File: src/rtl/cpu_pkg.sv
// Shared fetch-path types: machine width, reset vector, fetch FSM states and FIFO entry layout.
package cpu_pkg;

    localparam int              XLEN     = 32;
    localparam logic [XLEN-1:0] RESET_PC = 32'h0;

    typedef enum logic [0:0] {
        ST_RUN   = 1'b0,
        ST_FAULT = 1'b1
    } fetch_state_e;

    typedef struct packed {
        logic [XLEN-1:0] pc;
        logic [XLEN-1:0] data;
    } fetch_entry_t;

endpackage

File: src/rtl/ifetch_queue_fifo.sv
// sync_fifo: flop-based FIFO with flush, occupancy count and zeroed read data while empty.
module sync_fifo #(
    parameter int WIDTH = 64,
    parameter int DEPTH = 4
) (
    input  logic                   clk,
    input  logic                   rst,
    input  logic                   flush,
    input  logic                   push,
    input  logic [WIDTH-1:0]       push_data,
    input  logic                   pop,
    output logic [WIDTH-1:0]       pop_data,
    output logic                   full,
    output logic                   empty,
    output logic [$clog2(DEPTH):0] count
);
    localparam int AW = $clog2(DEPTH);

    logic [WIDTH-1:0] mem [DEPTH];
    logic [AW-1:0]    rd_ptr;
    logic [AW-1:0]    wr_ptr;
    logic             do_pop;

    assign empty    = (count == '0);
    assign full     = (count == (AW+1)'(DEPTH));
    assign do_pop   = pop && !empty;
    assign pop_data = empty ? '0 : mem[rd_ptr];

    // Flush wins over a same-cycle push; the pushed word belongs to the discarded stream.
    always_ff @(posedge clk) begin
        if (rst || flush) begin
            rd_ptr <= '0;
            wr_ptr <= '0;
            count  <= '0;
        end else begin
            if (push)   wr_ptr <= wr_ptr + 1'b1;
            if (do_pop) rd_ptr <= rd_ptr + 1'b1;
            if (push && !do_pop)      count <= count + 1'b1;
            else if (!push && do_pop) count <= count - 1'b1;
        end
    end

    always_ff @(posedge clk) begin
        if (push && !flush && !rst) mem[wr_ptr] <= push_data;
    end

    a_no_overflow: assert property (@(posedge clk) disable iff (rst || flush) !(push && full && !do_pop));

endmodule

File: src/rtl/ifetch_queue.sv
// Instruction fetch front-end: credit-limited sequential fetch, in-order response FIFO, redirect flush.
// Optional IFETCH_MISALIGN_EN: misaligned redirects halt fetch and present a single fault entry.
module ifetch_queue
    import cpu_pkg::*;
#(
    parameter int              DEPTH    = 4,
    parameter logic [XLEN-1:0] RESET_PC = cpu_pkg::RESET_PC
) (
    input  logic            clk,
    input  logic            rst,
    output logic            imem_req_valid,
    input  logic            imem_req_ready,
    output logic [XLEN-1:0] imem_req_addr,
    input  logic            imem_rsp_valid,
    input  logic [XLEN-1:0] imem_rsp_data,
    output logic            inst_valid,
    input  logic            inst_ready,
    output logic [XLEN-1:0] inst_data,
    output logic [XLEN-1:0] inst_pc,
`ifdef IFETCH_MISALIGN_EN
    output logic            inst_fault,
`endif
    input  logic            redirect_valid,
    input  logic [XLEN-1:0] redirect_pc
);
    localparam int CW = $clog2(DEPTH) + 1;

    fetch_state_e    state;
    logic [XLEN-1:0] fetch_pc;
    logic [XLEN-1:0] rsp_pc;
    logic [XLEN-1:0] redir_pc;
    logic [CW-1:0]   inflight;
    logic [CW-1:0]   inflight_nxt;
    logic [CW-1:0]   drop;
    logic [CW-1:0]   fifo_count;
    logic            fifo_full;
    logic            fifo_empty;
    logic            fifo_push;
    logic            fifo_pop;
    logic            req_fire;
    logic            credit_ok;
    fetch_entry_t    push_entry;
    fetch_entry_t    head;

    // Queued plus outstanding words never exceed DEPTH, so every response has a slot.
    assign credit_ok      = ({1'b0, fifo_count} + {1'b0, inflight}) < (CW+1)'(DEPTH);
    assign imem_req_valid = !rst && (state == ST_RUN) && !redirect_valid && credit_ok;
    assign imem_req_addr  = fetch_pc;
    assign req_fire       = imem_req_valid && imem_req_ready;

    assign inflight_nxt = inflight + CW'(req_fire) - CW'(imem_rsp_valid);

    assign fifo_push       = imem_rsp_valid && (drop == '0) && !redirect_valid;
    assign push_entry.pc   = rsp_pc;
    assign push_entry.data = imem_rsp_data;

    // A redirect condemns every word still in flight, including any arriving this cycle;
    // drop never exceeds inflight, so inflight_nxt already folds in any earlier drop.
    always_ff @(posedge clk) begin
        if (rst) begin
            fetch_pc <= RESET_PC;
            rsp_pc   <= RESET_PC;
            inflight <= '0;
            drop     <= '0;
        end else begin
            inflight <= inflight_nxt;
            if (redirect_valid) begin
                fetch_pc <= redir_pc;
                rsp_pc   <= redir_pc;
                drop     <= inflight_nxt;
            end else begin
                if (req_fire)                        fetch_pc <= fetch_pc + 32'd4;
                if (fifo_push)                       rsp_pc   <= rsp_pc + 32'd4;
                if (imem_rsp_valid && drop != '0)    drop     <= drop - 1'b1;
            end
        end
    end

    sync_fifo #(
        .WIDTH ($bits(fetch_entry_t)),
        .DEPTH (DEPTH)
    ) u_fifo (
        .clk       (clk),
        .rst       (rst),
        .flush     (redirect_valid),
        .push      (fifo_push),
        .push_data (push_entry),
        .pop       (fifo_pop),
        .pop_data  (head),
        .full      (fifo_full),
        .empty     (fifo_empty),
        .count     (fifo_count)
    );

`ifdef IFETCH_MISALIGN_EN
    logic            misalign;
    logic            fault_pend;
    logic [XLEN-1:0] fault_pc;

    assign misalign = |redirect_pc[1:0];
    assign redir_pc = redirect_pc;

    always_ff @(posedge clk) begin
        if (rst) begin
            state      <= ST_RUN;
            fault_pend <= 1'b0;
            fault_pc   <= '0;
        end else if (redirect_valid) begin
            state      <= misalign ? ST_FAULT : ST_RUN;
            fault_pend <= misalign;
            fault_pc   <= redirect_pc;
        end else if (fault_pend && inst_ready) begin
            fault_pend <= 1'b0;
        end
    end

    // The FIFO is empty whenever the fault entry is pending, so it simply overlays the head.
    assign inst_valid = fault_pend || !fifo_empty;
    assign inst_pc    = fault_pend ? fault_pc : head.pc;
    assign inst_data  = fault_pend ? '0 : head.data;
    assign inst_fault = fault_pend;
    assign fifo_pop   = inst_ready && !fault_pend;

    logic unused_ok;
    assign unused_ok = fifo_full;
`else
    assign state      = ST_RUN;
    assign redir_pc   = {redirect_pc[XLEN-1:2], 2'b00};
    assign inst_valid = !fifo_empty;
    assign inst_pc    = head.pc;
    assign inst_data  = head.data;
    assign fifo_pop   = inst_ready;

    logic unused_ok;
    assign unused_ok = &{1'b0, fifo_full, redirect_pc[1:0]};
`endif

endmodule

File: config.mk
export PLATFORM = sky130hd
export DESIGN_NAME = ifetch_queue
export DESIGN_NICKNAME = d
export VERILOG_FILES = /design/src/rtl/cpu_pkg.sv /design/src/rtl/ifetch_queue_fifo.sv /design/src/rtl/ifetch_queue.sv
export SDC_FILE = /design/constraint.sdc
export NUM_CORES = 1
export LEC_CHECK = 0
export CORE_MARGIN = 5
export CORE_UTILIZATION = 50
export CTS_BUF_LIST = sky130_fd_sc_hd__clkbuf_16
export DETAILED_ROUTE_END_ITERATION = 16
export GPL_TIMING_DRIVEN = 0
export PLACE_DENSITY = 0.73
export RECOVER_POWER = 100
export SYNTH_ARGS = -nofsm -noshare
export SYNTH_HDL_FRONTEND = slang
export SYNTH_SLANG_ARGS = --single-unit
File: constraint.sdc
create_clock -name clk -period 9.8 [get_ports clk]
set_input_delay 1.96 -clock clk [delete_from_list [all_inputs] [get_ports clk]]
set_output_delay 1.96 -clock clk [all_outputs]
set_load 0.005 [all_outputs]
==> flow_summary.toml <==
[drt]
detail_route.wl_per_cell_um = 21.5
top_layer_used = "met5"
routed-wl-met3_um = 2860
ant_nets = 0
met1_length_um = 14100
drc = 0
drt_iter0_markers = 877
vias_per_cell = 5.99
routed_wl_um = 32300
via_count = 9027
drtPass1Iterations = 5
wl_met2_um = 14700

[pwr]
pwr-share-seq_pct = 50.1
swShare_pct = 23.5
power_switching_uw = 737
p_leak_nw = 5.70
powerDensity_nw_per_um2 = 186
intPower_mw = 2.40
ir_drop_mv = 0.143
p_clk_share_pct = 37.3
comb_power_share_pct = 12.6
power_mw = 3.14

[worst_setup_path]
worst_setup_path_start_kind = "primary input"
crit_required_ns = 9.88
cp_max_fo = 55
critPathKind = "in2reg"
arrival_ns = 6.74
crit_path_end_kind = "flop"

[yosys]
syn_inst = 939
ys_dominant_reg_cell = "edfxtp_1"
ys_seq_area_share_pct = 65.0
synth_cell_type_count = 52
synth_edf_count = 248
yosysWarnings = 0
syn_area_um2 = 13800
synth.avg_cell_area_um2 = 14.7
synth_seq_cells = 323
async_flop_share_pct = 0

[layout]
synthToLayoutAreaGrowth_pct = 22.2
n_fill_cell = 2012
fin_util_pct = 62.3
final_cells = 1506
nets = 1225
multiInputGateArea_um2 = 4500
register_area_um2 = 8950
drive_gt1_share_pct = 9.79

[floorplan]
die_h_um = 176
rows = 60
dieArea_um2 = 31000
die_w_um = 176
top_level_ports = 168
initial_core_util_pct = 51.0
core_um2 = 27000

[clocking]
post_cts_resized = 0
htreeDepth = 1
postCtsSetupRepairBufs = 0
cts_buffer_depth = 3
cts_sinks = 323
cts_hold_buf = 0
clkLatencyLatePin_ns = 0.55
tritoncts = "yes"
clk_pin_slew_ns = 0.06
root_buffer = "clkbuf_16"
cts_made_buffers = 31

[global_route]
grt_pass1_wl_um = 50500
grt_pass1_vias = 8975
grt_use_total_pct = 20.5
grt_antenna_before_repair = 1
overflow = 0
grt_max_degree = 56

[timing]
tightest_slew_ns = 3.53
fmax_mhz = 150
finalHoldViolCount = 0
rsz0062_at_grt = "false"
drv_slew = 184
relSlewSlack_pct = -135
finClkSkew_ns = 0.0135
finalSetupViolations = 0
min_period_over_period_pct = 68.0
setup_tns_ns = 0
final.min_clock_period_ns = 6.67

[min_path]
holdCritPathClass = "reg2reg"

[place]
io_buffers = 161
place_congestion = 0.959
dpl.cell_count = 1448
hpwl_um = 21600

[outcome]
status = "finished with violations"
failed_checks = "capacitance limit, slew limit"

[job]
maxCapViolCount = 5
## worst max-delay path: stages
cell,delay [ns]
dlygate4sd3_1,0.72
and3b_1,0.21
clkbuf_1,0.37
clkbuf_1,0.40
and3_1,0.51
clkbuf_1,2.53
## metrics by stage
stage,worst slack [ns],hold slack [ns],cell area (um^2)
2_1_floorplan,5.03,0.466,13800
3_3_place_gp,3.13,0.483,15800
3_5_place_dp,3.64,0.489,15900
4_1_cts,3.62,0.498,16900
5_1_grt,2.71,0.530,16800
6_report,3.13,0.498,16800
## routing by layer
| metal | vias up | global-route usage (%) |
|---|---|---|
| met1 | 4388 | 30.1 |
| met3 | 66 | 3.68 |
| met5 | - | 0 |
| li1 | 4084 | - |
| met4 | 2 | 5.20 |
| met2 | 487 | 32.2 |
## kinds of logic (layout without fill, tap and decap cells)
| group | Yosys count | count (layout) | share of synthesized area (%) |
|---|---|---|---|
| flip-flops | 323 | 323 | 65.0 |
| AND/OR/NAND/NOR | 303 | 303 | 12.7 |
| AO/OA/AOI/OAI | 125 | 125 | 6.70 |
| buffers and inverters | 85 | 307 | 2.43 |
| multiplexers | 63 | 63 | 10.2 |
| XOR/XNOR | 24 | 24 | 1.53 |
| adder cells (fa/ha/maj) | 15 | 15 | 1.47 |
| other | 1 | 5 | 0.0272 |
## sequential cells by signal (all words and copies together) (netlist names), named ones only
register	flops
drop	3
u_fifo.rd_ptr	2
u_fifo.mem	248
imem_req_addr	30
rsp_pc	30
u_fifo.count	3
u_fifo.wr_ptr	2
inflight	3
## path summary, 6_finish.rpt
path | startpoint | end | slack (ns) | depth (start not counted)
max reg2reg | drop[0]$_SDFFE_PP0P_ | u_fifo.mem[0][2]$_DFFE_PP_ | 4.69 | 7
min | u_fifo.wr_ptr[1]$_SDFFE_PP0P_ | u_fifo.wr_ptr[1]$_SDFFE_PP0P_ | 0.50 | 2
min reg2reg | u_fifo.wr_ptr[1]$_SDFFE_PP0P_ | u_fifo.wr_ptr[1]$_SDFFE_PP0P_ | 0.50 | 2
max | imem_rsp_valid | u_fifo.mem[0][2]$_DFFE_PP_ | 3.13 | 6
## power groups by stage
stage | clock, mW | combinational (mW) | sequential, mW
after floorplan | 0 | 0.210 | 1.58
after global placement | 0 | 0.412 | 1.60
after detailed placement | 0 | 0.422 | 1.60
after CTS | 1.19 | 0.424 | 1.57
after global routing | 1.25 | 0.432 | 1.58
final | 1.17 | 0.395 | 1.57
## placed cells by master (no fill, tap or decap), types with 12 or more instances in the layout
cell	n
inv_1	29
a21oi_1	21
nor3_1	21
a21boi_0	13
nand3_1	23
a211oi_1	16
nor2_1	30
or4_1	12
dlygate4sd3_1	123
and3_1	16
clkdlybuf4s50_1	38
edfxtp_1	248
clkbuf_16	31
clkbuf_1	59
xor2_1	13
ha_1	13
nor4_1	18
o21bai_1	12
nor2b_1	12
mux4_2	62
and4_1	16
or3_1	13
dfxtp_1	75
nand4_1	21
and2_1	65
nand2_1	40
## cells in the mapped netlist, types with 11 or more instances
cell / count / area [um^2]
xnor2_1: 11 / 96.3
a21boi_0: 13 / 97.6
nor2_1: 29 / 109
and2_1: 65 / 407
nor3_1: 21 / 105
and4_1: 16 / 140
and3_1: 16 / 100
nand3_1: 23 / 115
buf_1: 12 / 45.0
nand4_1: 21 / 131
inv_1: 24 / 90.1
or3_1: 13 / 81.3
a21oi_1: 21 / 105
clkbuf_1: 45 / 169
a311oi_1: 11 / 96.3
ha_1: 13 / 163
xor2_1: 13 / 114
mux4_2: 62 / 1400
a211oi_1: 16 / 120
nor4_1: 18 / 113
o21bai_1: 12 / 90.1
nand2_1: 40 / 150
dfxtp_1: 75 / 1500
edfxtp_1: 248 / 7450
nor2b_1: 12 / 75.1
or4_1: 12 / 90.1
## final cells by class
type                       count  share of cell area (%)
clock inverter                26                    1.31
buffer                        61                    1.45
antenna                        1                  0.0149
tap                          341                    2.53
clock buffer                  31                    4.61
inverter                      24                   0.535
multi-input combinational    534                    26.7
sequential                   323                    53.2
timing repair buffer         165                    9.66
No activity file was read; power rests on OpenSTA's default activity.
